`config.mk`:
```
export PLATFORM = sky130hd
export DESIGN_NAME = snn_axi_lite_slave_flat
export DESIGN_NICKNAME = d
export VERILOG_FILES = /design/src/rtl/snn_axi_pkg.sv /design/src/rtl/snn_axi_if.sv /design/src/rtl/snn_axi_addr_decode.sv /design/src/rtl/snn_axi_lite_slave.sv /design/src/flat_wrapper.sv
export SDC_FILE = /design/constraint.sdc
export NUM_CORES = 1
export LEC_CHECK = 0
export BUFFER_PORTS_ARGS = -buffer_cell sky130_fd_sc_hd__buf_4
export CAP_MARGIN = 20
export CORE_ASPECT_RATIO = 0.8
export CORE_MARGIN = 2
export CORE_UTILIZATION = 50
export DETAILED_ROUTE_END_ITERATION = 6
export PLACE_DENSITY = 0.74
export SYNTH_ARGS = -nofsm -noshare
export SYNTH_HDL_FRONTEND = slang
export SYNTH_SLANG_ARGS = --single-unit
```
`constraint.sdc`:
```
create_clock -name S_AXI_ACLK -period 3.6 [get_ports S_AXI_ACLK]
set_input_delay 0.72 -clock S_AXI_ACLK [delete_from_list [all_inputs] [get_ports S_AXI_ACLK]]
set_output_delay 0.72 -clock S_AXI_ACLK [all_outputs]
set_load 0.02 [all_outputs]
```
`src/rtl/snn_axi_pkg.sv`:
```
// snn_axi_pkg: shared constants, state encodings and helpers for the SNN AXI4-Lite slave.
package snn_axi_pkg;
    localparam logic [15:0] CTRL_REG       = 16'h0000;
    localparam logic [15:0] SIM_TIME_REG   = 16'h0004;
    localparam logic [15:0] MEM_CFG_REG    = 16'h0008;
    localparam logic [15:0] DEBUG_REG      = 16'h000C;
    localparam logic [15:0] EXT_MEM_OFFSET = 16'h0100;

    localparam logic [1:0] RESP_OKAY   = 2'b00;
    localparam logic [1:0] RESP_SLVERR = 2'b10;

    typedef enum logic [1:0] {
        MEM_SEL_NONE  = 2'd0,
        MEM_SEL_SYN   = 2'd1,
        MEM_SEL_SPIKE = 2'd2,
        MEM_SEL_CNT   = 2'd3
    } mem_sel_e;

    typedef enum logic [1:0] {
        IDX_CTRL     = 2'd0,
        IDX_SIM_TIME = 2'd1,
        IDX_MEM_CFG  = 2'd2,
        IDX_DEBUG    = 2'd3
    } reg_idx_e;

    typedef enum logic [1:0] {W_IDLE, W_EXEC, W_RESP} w_state_e;
    typedef enum logic [1:0] {R_IDLE, R_MEM, R_DATA} r_state_e;

    function automatic logic [31:0] apply_wstrb(input logic [31:0] old_v, input logic [31:0] new_v,
                                                input logic [3:0] strb);
        logic [31:0] res;
        for (int i = 0; i < 4; i++) res[8*i+:8] = strb[i] ? new_v[8*i+:8] : old_v[8*i+:8];
        return res;
    endfunction
endpackage

```
`src/rtl/snn_axi_if.sv`:
```
// snn_axi_if: AXI4-Lite bus bundle between the host interconnect and the SNN config slave.
interface snn_axi_if #(
    parameter int AW = 16,
    parameter int DW = 32
);
    logic [AW-1:0]   awaddr;
    logic            awvalid;
    logic            awready;
    logic [DW-1:0]   wdata;
    logic [DW/8-1:0] wstrb;
    logic            wvalid;
    logic            wready;
    logic [1:0]      bresp;
    logic            bvalid;
    logic            bready;
    logic [AW-1:0]   araddr;
    logic            arvalid;
    logic            arready;
    logic [DW-1:0]   rdata;
    logic [1:0]      rresp;
    logic            rvalid;
    logic            rready;

    modport master (
        output awaddr, awvalid, wdata, wstrb, wvalid, bready, araddr, arvalid, rready,
        input  awready, wready, bresp, bvalid, arready, rdata, rresp, rvalid
    );
    modport slave (
        input  awaddr, awvalid, wdata, wstrb, wvalid, bready, araddr, arvalid, rready,
        output awready, wready, bresp, bvalid, arready, rdata, rresp, rvalid
    );
endinterface

```
`src/rtl/snn_axi_addr_decode.sv`:
```
// snn_axi_addr_decode: classifies a byte address as register, memory window or unmapped.
module snn_axi_addr_decode
    import snn_axi_pkg::*;
#(
    parameter int AW = 16
) (
    input  logic [AW-1:0] addr,
    output logic [1:0]    reg_idx,
    output logic          is_mem,
    output logic          is_err
);
    logic is_reg;

    always_comb begin
        reg_idx = addr == AW'(SIM_TIME_REG) ? IDX_SIM_TIME :
                  addr == AW'(MEM_CFG_REG)  ? IDX_MEM_CFG  :
                  addr == AW'(DEBUG_REG)    ? IDX_DEBUG    : IDX_CTRL;
        is_reg  = addr == AW'(CTRL_REG) || addr == AW'(SIM_TIME_REG) ||
                  addr == AW'(MEM_CFG_REG) || addr == AW'(DEBUG_REG);
        is_mem  = (addr & ~AW'(8'hFF)) == AW'(EXT_MEM_OFFSET);
        is_err  = !is_reg && !is_mem;
    end
endmodule

```
`src/rtl/snn_axi_lite_slave.sv`:
```
// snn_axi_lite_slave: AXI4-Lite config slave for the SNN core; holds control registers and
// forwards the 0x0100 window to the core memory selected by MEM_CFG.
module snn_axi_lite_slave
    import snn_axi_pkg::*;
#(
    parameter int C_S_AXI_DATA_WIDTH = 32,
    parameter int C_S_AXI_ADDR_WIDTH = 16,
    parameter int MAX_TIMESTEPS_BITS = 7
) (
    input  logic                          S_AXI_ACLK,
    input  logic                          S_AXI_ARESET,
    snn_axi_if.slave                      s_axi,
    output logic [C_S_AXI_DATA_WIDTH-1:0] ctrl,
    output logic                          start,
    output logic [MAX_TIMESTEPS_BITS-1:0] sim_time,
    output logic [C_S_AXI_DATA_WIDTH-1:0] mem_cfg,
    output logic                          mem_we,
    output logic                          mem_re,
    output logic [7:0]                    mem_addr,
    output logic [C_S_AXI_DATA_WIDTH-1:0] mem_wdata,
    input  logic [C_S_AXI_DATA_WIDTH-1:0] mem_rdata,
    input  logic                          busy
);
    localparam int AW = C_S_AXI_ADDR_WIDTH;
    localparam int DW = C_S_AXI_DATA_WIDTH;

    w_state_e        w_state;
    r_state_e        r_state;
    logic            aw_got, w_got;
    logic [AW-1:0]   aw_addr_q, waddr;
    logic [DW-1:0]   w_data_q, wdat, sim_time_q, reg_rdata;
    logic [DW/8-1:0] w_strb_q, wstb;
    logic [15:0]     wr_cnt;
    logic [1:0]      w_idx, r_idx;
    logic            w_mem, w_err, w_bad, r_mem, r_err, w_go, r_go;

    // AW and W are captured independently, so either may arrive first
    assign waddr = aw_got ? aw_addr_q : s_axi.awaddr;
    assign wdat  = w_got ? w_data_q : s_axi.wdata;
    assign wstb  = w_got ? w_strb_q : s_axi.wstrb;

    snn_axi_addr_decode #(.AW(AW)) u_wdec (.addr(waddr), .reg_idx(w_idx), .is_mem(w_mem), .is_err(w_err));
    snn_axi_addr_decode #(.AW(AW)) u_rdec (.addr(s_axi.araddr), .reg_idx(r_idx), .is_mem(r_mem), .is_err(r_err));

    assign w_go  = w_state == W_IDLE && (aw_got || s_axi.awvalid) && (w_got || s_axi.wvalid);
    // a window write owns the memory port; a colliding window read waits a cycle
    assign r_go  = r_state == R_IDLE && s_axi.arvalid && !(r_mem && w_go && w_mem);
    assign w_bad = w_err || (!w_mem && w_idx == IDX_DEBUG);
    assign sim_time  = sim_time_q[MAX_TIMESTEPS_BITS-1:0];
    assign reg_rdata = r_idx == IDX_CTRL     ? ctrl       :
                       r_idx == IDX_SIM_TIME ? sim_time_q :
                       r_idx == IDX_MEM_CFG  ? mem_cfg    : {busy, 15'b0, wr_cnt};

    always_ff @(posedge S_AXI_ACLK) begin
        if (S_AXI_ARESET) begin
            w_state       <= W_IDLE;
            aw_got        <= 1'b0;
            w_got         <= 1'b0;
            aw_addr_q     <= '0;
            w_data_q      <= '0;
            w_strb_q      <= '0;
            s_axi.awready <= 1'b0;
            s_axi.wready  <= 1'b0;
            s_axi.bvalid  <= 1'b0;
            s_axi.bresp   <= RESP_OKAY;
            ctrl          <= '0;
            sim_time_q    <= '0;
            mem_cfg       <= '0;
            start         <= 1'b0;
            mem_we        <= 1'b0;
            mem_wdata     <= '0;
            wr_cnt        <= '0;
        end else begin
            start  <= 1'b0;
            mem_we <= 1'b0;
            case (w_state)
                W_IDLE: begin
                    if (s_axi.awvalid && !aw_got) begin
                        aw_got    <= 1'b1;
                        aw_addr_q <= s_axi.awaddr;
                    end
                    if (s_axi.wvalid && !w_got) begin
                        w_got    <= 1'b1;
                        w_data_q <= s_axi.wdata;
                        w_strb_q <= s_axi.wstrb;
                    end
                    if (w_go) begin
                        w_state       <= W_EXEC;
                        aw_got        <= 1'b0;
                        w_got         <= 1'b0;
                        s_axi.awready <= 1'b1;
                        s_axi.wready  <= 1'b1;
                        s_axi.bresp   <= w_bad ? RESP_SLVERR : RESP_OKAY;
                        if (w_mem) begin
                            mem_we    <= 1'b1;
                            mem_wdata <= wdat;
                            wr_cnt    <= wr_cnt + 16'd1;
                        end else if (!w_bad) begin
                            if (w_idx == IDX_CTRL) begin
                                ctrl  <= apply_wstrb(ctrl, wdat, wstb);
                                start <= wdat[0];
                            end
                            if (w_idx == IDX_SIM_TIME) sim_time_q <= apply_wstrb(sim_time_q, wdat, wstb);
                            if (w_idx == IDX_MEM_CFG) mem_cfg <= apply_wstrb(mem_cfg, wdat, wstb);
                        end
                    end
                end
                W_EXEC: begin
                    s_axi.awready <= 1'b0;
                    s_axi.wready  <= 1'b0;
                    s_axi.bvalid  <= 1'b1;
                    w_state       <= W_RESP;
                end
                W_RESP: begin
                    if (s_axi.bready) begin
                        s_axi.bvalid <= 1'b0;
                        w_state      <= W_IDLE;
                    end
                end
                default: w_state <= W_IDLE;
            endcase
        end
    end

    always_ff @(posedge S_AXI_ACLK) begin
        if (S_AXI_ARESET) begin
            r_state       <= R_IDLE;
            s_axi.arready <= 1'b0;
            s_axi.rvalid  <= 1'b0;
            s_axi.rdata   <= '0;
            s_axi.rresp   <= RESP_OKAY;
            mem_re        <= 1'b0;
        end else begin
            mem_re <= 1'b0;
            case (r_state)
                R_IDLE: begin
                    if (r_go) begin
                        s_axi.arready <= 1'b1;
                        if (r_mem) begin
                            mem_re  <= 1'b1;
                            r_state <= R_MEM;
                        end else begin
                            s_axi.rdata <= r_err ? '0 : reg_rdata;
                            s_axi.rresp <= r_err ? RESP_SLVERR : RESP_OKAY;
                            r_state     <= R_DATA;
                        end
                    end
                end
                // first cycle issues mem_re, second captures the returned word
                R_MEM: begin
                    s_axi.arready <= 1'b0;
                    if (!mem_re) begin
                        s_axi.rdata  <= mem_rdata;
                        s_axi.rresp  <= RESP_OKAY;
                        s_axi.rvalid <= 1'b1;
                        r_state      <= R_DATA;
                    end
                end
                R_DATA: begin
                    s_axi.arready <= 1'b0;
                    if (!s_axi.rvalid) s_axi.rvalid <= 1'b1;
                    else if (s_axi.rready) begin
                        s_axi.rvalid <= 1'b0;
                        r_state      <= R_IDLE;
                    end
                end
                default: r_state <= R_IDLE;
            endcase
        end
    end

    always_ff @(posedge S_AXI_ACLK) begin
        if (S_AXI_ARESET) mem_addr <= '0;
        else if (w_go && w_mem) mem_addr <= waddr[7:0];
        else if (r_go && r_mem) mem_addr <= s_axi.araddr[7:0];
    end
endmodule

```
`src/flat_wrapper.sv`:
```
// flat-port wrapper written by rule: the top's interface ports become plain ports
module snn_axi_lite_slave_flat import snn_axi_pkg::*;
#(
    parameter int C_S_AXI_DATA_WIDTH = 32,
    parameter int C_S_AXI_ADDR_WIDTH = 16,
    parameter int MAX_TIMESTEPS_BITS = 7
)
  (S_AXI_ACLK, S_AXI_ARESET, ctrl, start, sim_time, mem_cfg, mem_we, mem_re, mem_addr, mem_wdata, mem_rdata, busy, s_axi_awaddr, s_axi_awvalid, s_axi_wdata, s_axi_wstrb, s_axi_wvalid, s_axi_bready, s_axi_araddr, s_axi_arvalid, s_axi_rready, s_axi_awready, s_axi_wready, s_axi_bresp, s_axi_bvalid, s_axi_arready, s_axi_rdata, s_axi_rresp, s_axi_rvalid);
  snn_axi_if #(.AW(16), .DW(32)) s_axi_i ();
  input  logic S_AXI_ACLK;
  input  logic S_AXI_ARESET;
  output logic [C_S_AXI_DATA_WIDTH-1:0] ctrl;
  output logic start;
  output logic [MAX_TIMESTEPS_BITS-1:0] sim_time;
  output logic [C_S_AXI_DATA_WIDTH-1:0] mem_cfg;
  output logic mem_we;
  output logic mem_re;
  output logic [7:0] mem_addr;
  output logic [C_S_AXI_DATA_WIDTH-1:0] mem_wdata;
  input  logic [C_S_AXI_DATA_WIDTH-1:0] mem_rdata;
  input  logic busy;
  input wire logic [$bits(s_axi_i.awaddr)-1:0] s_axi_awaddr;
  input wire logic [$bits(s_axi_i.awvalid)-1:0] s_axi_awvalid;
  input wire logic [$bits(s_axi_i.wdata)-1:0] s_axi_wdata;
  input wire logic [$bits(s_axi_i.wstrb)-1:0] s_axi_wstrb;
  input wire logic [$bits(s_axi_i.wvalid)-1:0] s_axi_wvalid;
  input wire logic [$bits(s_axi_i.bready)-1:0] s_axi_bready;
  input wire logic [$bits(s_axi_i.araddr)-1:0] s_axi_araddr;
  input wire logic [$bits(s_axi_i.arvalid)-1:0] s_axi_arvalid;
  input wire logic [$bits(s_axi_i.rready)-1:0] s_axi_rready;
  output wire logic [$bits(s_axi_i.awready)-1:0] s_axi_awready;
  output wire logic [$bits(s_axi_i.wready)-1:0] s_axi_wready;
  output wire logic [$bits(s_axi_i.bresp)-1:0] s_axi_bresp;
  output wire logic [$bits(s_axi_i.bvalid)-1:0] s_axi_bvalid;
  output wire logic [$bits(s_axi_i.arready)-1:0] s_axi_arready;
  output wire logic [$bits(s_axi_i.rdata)-1:0] s_axi_rdata;
  output wire logic [$bits(s_axi_i.rresp)-1:0] s_axi_rresp;
  output wire logic [$bits(s_axi_i.rvalid)-1:0] s_axi_rvalid;
  assign s_axi_i.awaddr = s_axi_awaddr;
  assign s_axi_i.awvalid = s_axi_awvalid;
  assign s_axi_i.wdata = s_axi_wdata;
  assign s_axi_i.wstrb = s_axi_wstrb;
  assign s_axi_i.wvalid = s_axi_wvalid;
  assign s_axi_i.bready = s_axi_bready;
  assign s_axi_i.araddr = s_axi_araddr;
  assign s_axi_i.arvalid = s_axi_arvalid;
  assign s_axi_i.rready = s_axi_rready;
  assign s_axi_awready = s_axi_i.awready;
  assign s_axi_wready = s_axi_i.wready;
  assign s_axi_bresp = s_axi_i.bresp;
  assign s_axi_bvalid = s_axi_i.bvalid;
  assign s_axi_arready = s_axi_i.arready;
  assign s_axi_rdata = s_axi_i.rdata;
  assign s_axi_rresp = s_axi_i.rresp;
  assign s_axi_rvalid = s_axi_i.rvalid;
  snn_axi_lite_slave #(.C_S_AXI_DATA_WIDTH(C_S_AXI_DATA_WIDTH), .C_S_AXI_ADDR_WIDTH(C_S_AXI_ADDR_WIDTH), .MAX_TIMESTEPS_BITS(MAX_TIMESTEPS_BITS)) u_core (.S_AXI_ACLK(S_AXI_ACLK), .S_AXI_ARESET(S_AXI_ARESET), .s_axi(s_axi_i), .ctrl(ctrl), .start(start), .sim_time(sim_time), .mem_cfg(mem_cfg), .mem_we(mem_we), .mem_re(mem_re), .mem_addr(mem_addr), .mem_wdata(mem_wdata), .mem_rdata(mem_rdata), .busy(busy));
endmodule
```
==> metrics, run 1 <==
Ports 263; Rows 48; ANT cells 0; cell count after placement 1722; worst reg2reg path depth 6; Pleak 5.13 nW; xor/xnor share of the synthesized area 0.236%; combinational fraction of design power 24.8%; Sw Share 32.2%; #FFs+latches synth 251; CTS tree built; total routed wirelength 36.0 mm; largest net degree at the start of global routing 110; worst path required time 3960 ps; total grt overflow 0; Iter 0 DRT Violations 1110; Synth Area in Adders 0.449%; Root Driver clkbuf_16; fin crit share 83.1%; fraction of layout cells with a size suffix above 1 24.5%; post-synth cell types 54; post-CTS setup buffer count 0; combinational family with the most area after synthesis compound AO/OA/AOI/OAI gates; slew at the pin closest to its max-slew limit 970 ps; post-synthesis mux area share 6.26%; CP Max Fanout 17; tightest hold margin 442 ps; fmax 0.334 GHz; Cell Area, Synth 0.0111 sq mm; Synthesis Warnings 0; Area Growth Syn to Fin 26.2%; hold worst-path end u_core.w_data_q[27]; CTS buffer count 26; first-pass GRT wire length 54.3 mm; non-filler cells, final 1768; Mapped Cells 1254; DR vias 10.8k; crit path kind reg -> reg; capturing point of the worst reg2reg path u_core.ctrl[0]; Crit. End Element register; Int Pwr 0.00522 W; Placer Congestion 0.847; reg2reg start u_core.aw_got; commonest non-fill, non-tap cell in the layout buf_4; core area 0.0217 sq mm; Syn Area/Cell 8.88 sq um; Port Buffer Count 260; HP Start s_axi_wdata[27]; asr flop ratio synth 0%; Setup violations, final 0; # resized after CTS 0; Fill cells 1876; Flop pwr share 41.6%; r2r setup slk 610 ps; Synth Area in Compound Gates 26.6%; Starting Density 51.2%; die width 171 um; number of global-route vias before repair 9654; count of max-cap constraint violations 0; EDFF count, synth 0; post-layout util 64.6%; setup ws final 609 ps; Worst-path clk slew 60 ps; die area 0.0235 sq mm; most frequent cells in the layout 280 x buf_4, 250 x dfxtp_1, 152 x a211oi_1; Worst EP arrival 3350 ps; TritonRoute pass-1 iters 5; Clock Latency Late Sink 530 ps; Final ANT Viol Nets 0; HP Class in -> reg; Final min period 2990 ps; Hold Path Stages 3; PwrDens 547 mW/mm^2; clock buffer depth 3; initial antenna violation count 0; Switch Pwr 0.00247 W; Layout Nets 1562; Final Hold Fails 0; CTS sink count 251; Die H 137 um; status finished clean; worst vdd ir 0.295 mV; GRT Util Overall 29.4%; placed wire-length estimate 25.5 mm; Worst setup SP type register; Setup TNS 0 ps; Final Max Slew Viols 0; Vias per Instance 6.13; Top FF cell, synth dfxtp_1; pre-CTS WS 419 ps; Max-slew headroom 35.1%; Seq/Total Area, Yosys 45.1%; WL per Instance 20.3 um; Hold Buf Count CTS 0; H-tree Lvls 1; Worst Skew 8.84 ps; unrepaired setup endpoints after global routing false; # DRC 0; Post-Synth Simple-Gate Area 16.4%; clock network power share 33.6%
## flip-flops by register name, summed over array words and instances, names as in the netlist, 4 cells and up
register,count
u_core.mem_cfg,32
u_core.wr_cnt,16
u_core.aw_addr_q,16
u_core.w_data_q,32
u_core.mem_addr,8
u_core.ctrl,32
u_core.mem_wdata,32
u_core.s_axi.rdata,32
u_core.w_strb_q,4
u_core.sim_time_q,32
## layer usage
layer  up-vias  part of all wire (%)  track usage [%]
li1       5129                     -                -
met2       546                    40             40.3
met1      5104                    46             45.4
met4         0                   1.6             5.65
met3        50                    12             8.47
met5         -                     0                0
## stage by stage
stage | instance area (sq um) | total power [W]
floorplan | 11100 | 0.00444
global placement | 13200 | 0.00512
detailed placement | 13200 | 0.00515
CTS | 14100 | 0.00770
global route | 14100 | 0.00802
finish | 14100 | 0.00769
## cells in the mapped netlist (3+ instances only)
cell type	n	area, sq um
nor4b_1	3	26.3
nand3_1	14	70.1
ha_1	4	50.1
dfxtp_1	251	5020
a311oi_1	17	149
buf_2	7	35.0
or2_2	3	18.8
nand2b_1	6	37.5
mux2i_1	64	641
and2_1	3	18.8
o221ai_1	17	149
buf_1	4	15.0
a31oi_1	96	601
inv_1	10	37.5
a211oi_1	152	1140
o21ai_0	5	25.0
a221oi_1	15	131
nand4b_1	3	26.3
nand4_1	5	31.3
nor3_1	29	145
nor4_4	12	255
nor4_1	5	31.3
nor2b_1	4	25.0
buf_6	3	33.8
buf_4	10	75.1
nand2_1	143	537
nor2_1	112	420
mux2_2	5	56.3
o31ai_1	6	45.0
clkbuf_1	93	349
a21o_1	8	60.1
a22oi_1	15	113
and3_1	3	18.8
a21oi_1	97	485
or4_1	5	37.5
## logic make-up after synthesis
family          count (synthesis)
compound gates                435
simple gates                  363
flops                         251
buf+inv                       128
mux                            69
fa+ha+maj                       4
xor+xnor                        3
other cells                     1
## layout make-up
cell class | instances | area (sq um) | area share, %
multi-input cells | 876 | 5610 | 39.9
repair buffers | 285 | 2190 | 15.6
clock inverters | 10 | 55.1 | 0.392
well taps | 300 | 375 | 2.67
clock buffers | 36 | 759 | 5.40
flip-flops and latches | 251 | 5030 | 35.8
inverters | 10 | 37.5 | 0.267
## worst max path at each step
stage / startpoint / end / slack (ps) / cells after the start
global placement: s_axi_awaddr[12] / u_core.ctrl[11] / 450 / 6
global route: u_core.aw_got / u_core.sim_time_q[25] / 520 / 6
finish: u_core.aw_got / u_core.ctrl[0] / 610 / 6
floorplan: s_axi_awaddr[12] / u_core.mem_cfg[0] / 660 / 7
detailed placement: s_axi_awaddr[12] / u_core.sim_time_q[31] / 420 / 6
CTS: u_core.aw_got / u_core.ctrl[0] / 680 / 6
## power by group through the flow
stage | Clock, W | Combinational, W | Sequential, W
finish | 0.00258 | 0.00191 | 0.00320
detailed placement | 0 | 0.00189 | 0.00326
CTS | 0.00260 | 0.00189 | 0.00320
global route | 0.00272 | 0.00207 | 0.00323
floorplan | 0 | 0.000960 | 0.00348
global placement | 0 | 0.00186 | 0.00325
## worst max-delay path: stages (launching register included)
cell and delay, ps:
dfxtp_1 400, buf_4 280, mux2i_1 360, nand3_1 240, or4_4 800, nor4_4 560
a211oi_1 160
Note: power is estimated with default switching activity, not from simulation.
==> run 2: changes to the inputs <==
==> constraint.sdc (replaced) <==
create_clock -name S_AXI_ACLK -period 2.9 [get_ports S_AXI_ACLK]
set_input_delay 0.58 -clock S_AXI_ACLK [delete_from_list [all_inputs] [get_ports S_AXI_ACLK]]
set_output_delay 0.58 -clock S_AXI_ACLK [all_outputs]
set_load 0.02 [all_outputs]
==> metrics, run 2 (synthesized netlist as in run 1, its figures left out) <==
commonest non-fill, non-tap cell in the layout buf_4; non-filler cells, final 1804 (+2.0%); slew at the pin closest to its max-slew limit 1030 ps (+64.5 ps); Final Max Slew Viols 0 (unchanged); Worst-path clk slew 60 ps (about the same); DR vias 10.9k (+0.21%); Placer Congestion 0.881 (+4.0%); Setup violations, final 0 (unchanged); die area 0.0235 sq mm (unchanged); number of global-route vias before repair 9658 (+0.041%); fmax 0.362 GHz (+8.1%); GRT met3 Usage 9.45% (+0.98 points); Max-slew headroom 30.9% (-4.2 points); Iter 0 DRT Violations 1253 (+13%); Final ANT Viol Nets 0 (unchanged); Hold Buf Count CTS 0 (unchanged); Ports 263 (unchanged); crit-path most repeated cell buf_4; CP max-delay cell or4_4; total grt overflow 0 (unchanged); largest net degree at the start of global routing 97 (-12%); initial antenna violation count 0 (unchanged); worst path required time 3250 ps (-710 ps); M2 GR Usage 40.2% (-0.13 points); WL per Instance 20.1 um (-1.3%); Final Hold Fails 0 (unchanged); CTS sink count 251 (unchanged); # resized after CTS 0 (unchanged); clock buffer depth 3 (unchanged); fraction of layout cells with a size suffix above 1 26.1% (+1.5 points); Crit path buffers/inverters 3 (+2); ANT cells 0 (unchanged); Port Buffer Count 260 (unchanged); post-layout util 66.3% (+1.6 points); placed wire-length estimate 26.1 mm (+2.3%); Worst path max stage delay 600 ps (-200 ps); HP Class in -> reg; first-pass GRT wire length 54.9 mm (+1.2%); Clock Latency Late Sink 530 ps (about the same); pre-CTS WS 31.5 ps (-387 ps); critical path, cell by cell buf_4 -> mux2i_2 -> o211ai_1 -> or4_4 -> buf_12 -> nor4_4 -> buf_4 -> a211oi_1; CTS tree built; unrepaired setup endpoints after global routing false; most frequent cells in the layout 308 x buf_4, 250 x dfxtp_1, 152 x a211oi_1; Setup TNS 0 ps (unchanged); total routed wirelength 36.2 mm (+0.70%); cell count after placement 1757 (+2.0%); GRT Util Overall 29.6% (+0.22 points); Layout Nets 1597 (+2.2%); Area Growth Syn to Fin 29.4%; Root Driver clkbuf_16; die width 171 um (unchanged); Final min period 2770 ps (-225 ps); CP Max Fanout 17 (unchanged); count of max-cap constraint violations 0 (unchanged); met1 usage 45.9% (+0.54 points); H-tree Lvls 1 (unchanged); Crit. End Element register; Rows 48 (unchanged); PwrDens 665 mW/mm^2 (+22%); worst vdd ir 0.453 mV (+54%); post-CTS setup buffer count 0 (unchanged); CTS buffer count 26 (unchanged); Pleak 5.34 nW (+4.1%); cell family with most CP delay simple AND/OR/NAND/NOR gates; # DRC 0 (unchanged); fin crit share 95.4% (+12 points); Vias per Instance 6.02 (-1.8%); setup ws final 135 ps (-475 ps); crit path kind reg -> reg; status finished clean; TritonRoute pass-1 iters 5 (unchanged); core area 0.0217 sq mm (unchanged); Worst Skew 11.3 ps (+2.43 ps); Worst EP arrival 3110 ps (-240 ps); gr busiest metal met1; Die H 137 um (unchanged); Starting Density 51.2% (unchanged); Worst setup SP type register
## run 2: changes by cell type in the layout (fill, tap and decap cells not counted), sizes merged
cell,before,now
buf,285,320
clkbuf,36,42
clkinvlp,2,0
clkinv,8,5
## run 2: per-stage QoR
step                      power, W  hold WS, ps  area, sq um
after detailed placement   0.00642          443        13600
after global placement     0.00637          438        13600
after CTS                  0.00960          300        14400
final                      0.00959          309        14400
after floorplan            0.00551          431        11100
after global routing        0.0100          304        14400
## run 2: worst paths after layout
check | from | end | slack, ps | cells after the start
worst max-delay path | u_core.aw_got | u_core.sim_time_q[10] | 130 | 8
worst min-delay path | s_axi_wdata[4] | u_core.w_data_q[4] | 310 | 3
worst max register to register | u_core.aw_got | u_core.sim_time_q[10] | 130 | 8
worst min register to register | u_core.w_strb_q[1] | u_core.w_strb_q[1] | 450 | 2
## run 2: final cells by class
| type | instances | area, sq um |
|---|---|---|
| fillers | 1843 | 7330 |
| multi-input cells | 876 | 5610 |
| flip-flops and latches | 251 | 5030 |
| repair buffers | 320 | 2540 |
| clock buffers | 42 | 792 |
| well taps | 300 | 375 |
| inverters | 10 | 37.5 |
| clock inverters | 5 | 25.0 |
## run 2: power breakdown
group | switching (W) | total [W] | internal (W)
Combinational | 0.00150 | 0.00239 | 0.000892
Clock | 0.00136 | 0.00322 | 0.00186
Sequential | 0.000194 | 0.00397 | 0.00378
## run 2: worst min-delay path, cell delays in order
cell	delay (ps)
buf_4	110
nand2_1	50
a21oi_1	50
## run 2: layer usage
| metal | vias up | share of wire, % |
|---|---|---|
| met5 | - | 0 |
| met4 | 0 | 1.3 |
| met3 | 36 | 11 |
| met2 | 510 | 40 |
| met1 | 5106 | 47 |
| li1 | 5200 | - |
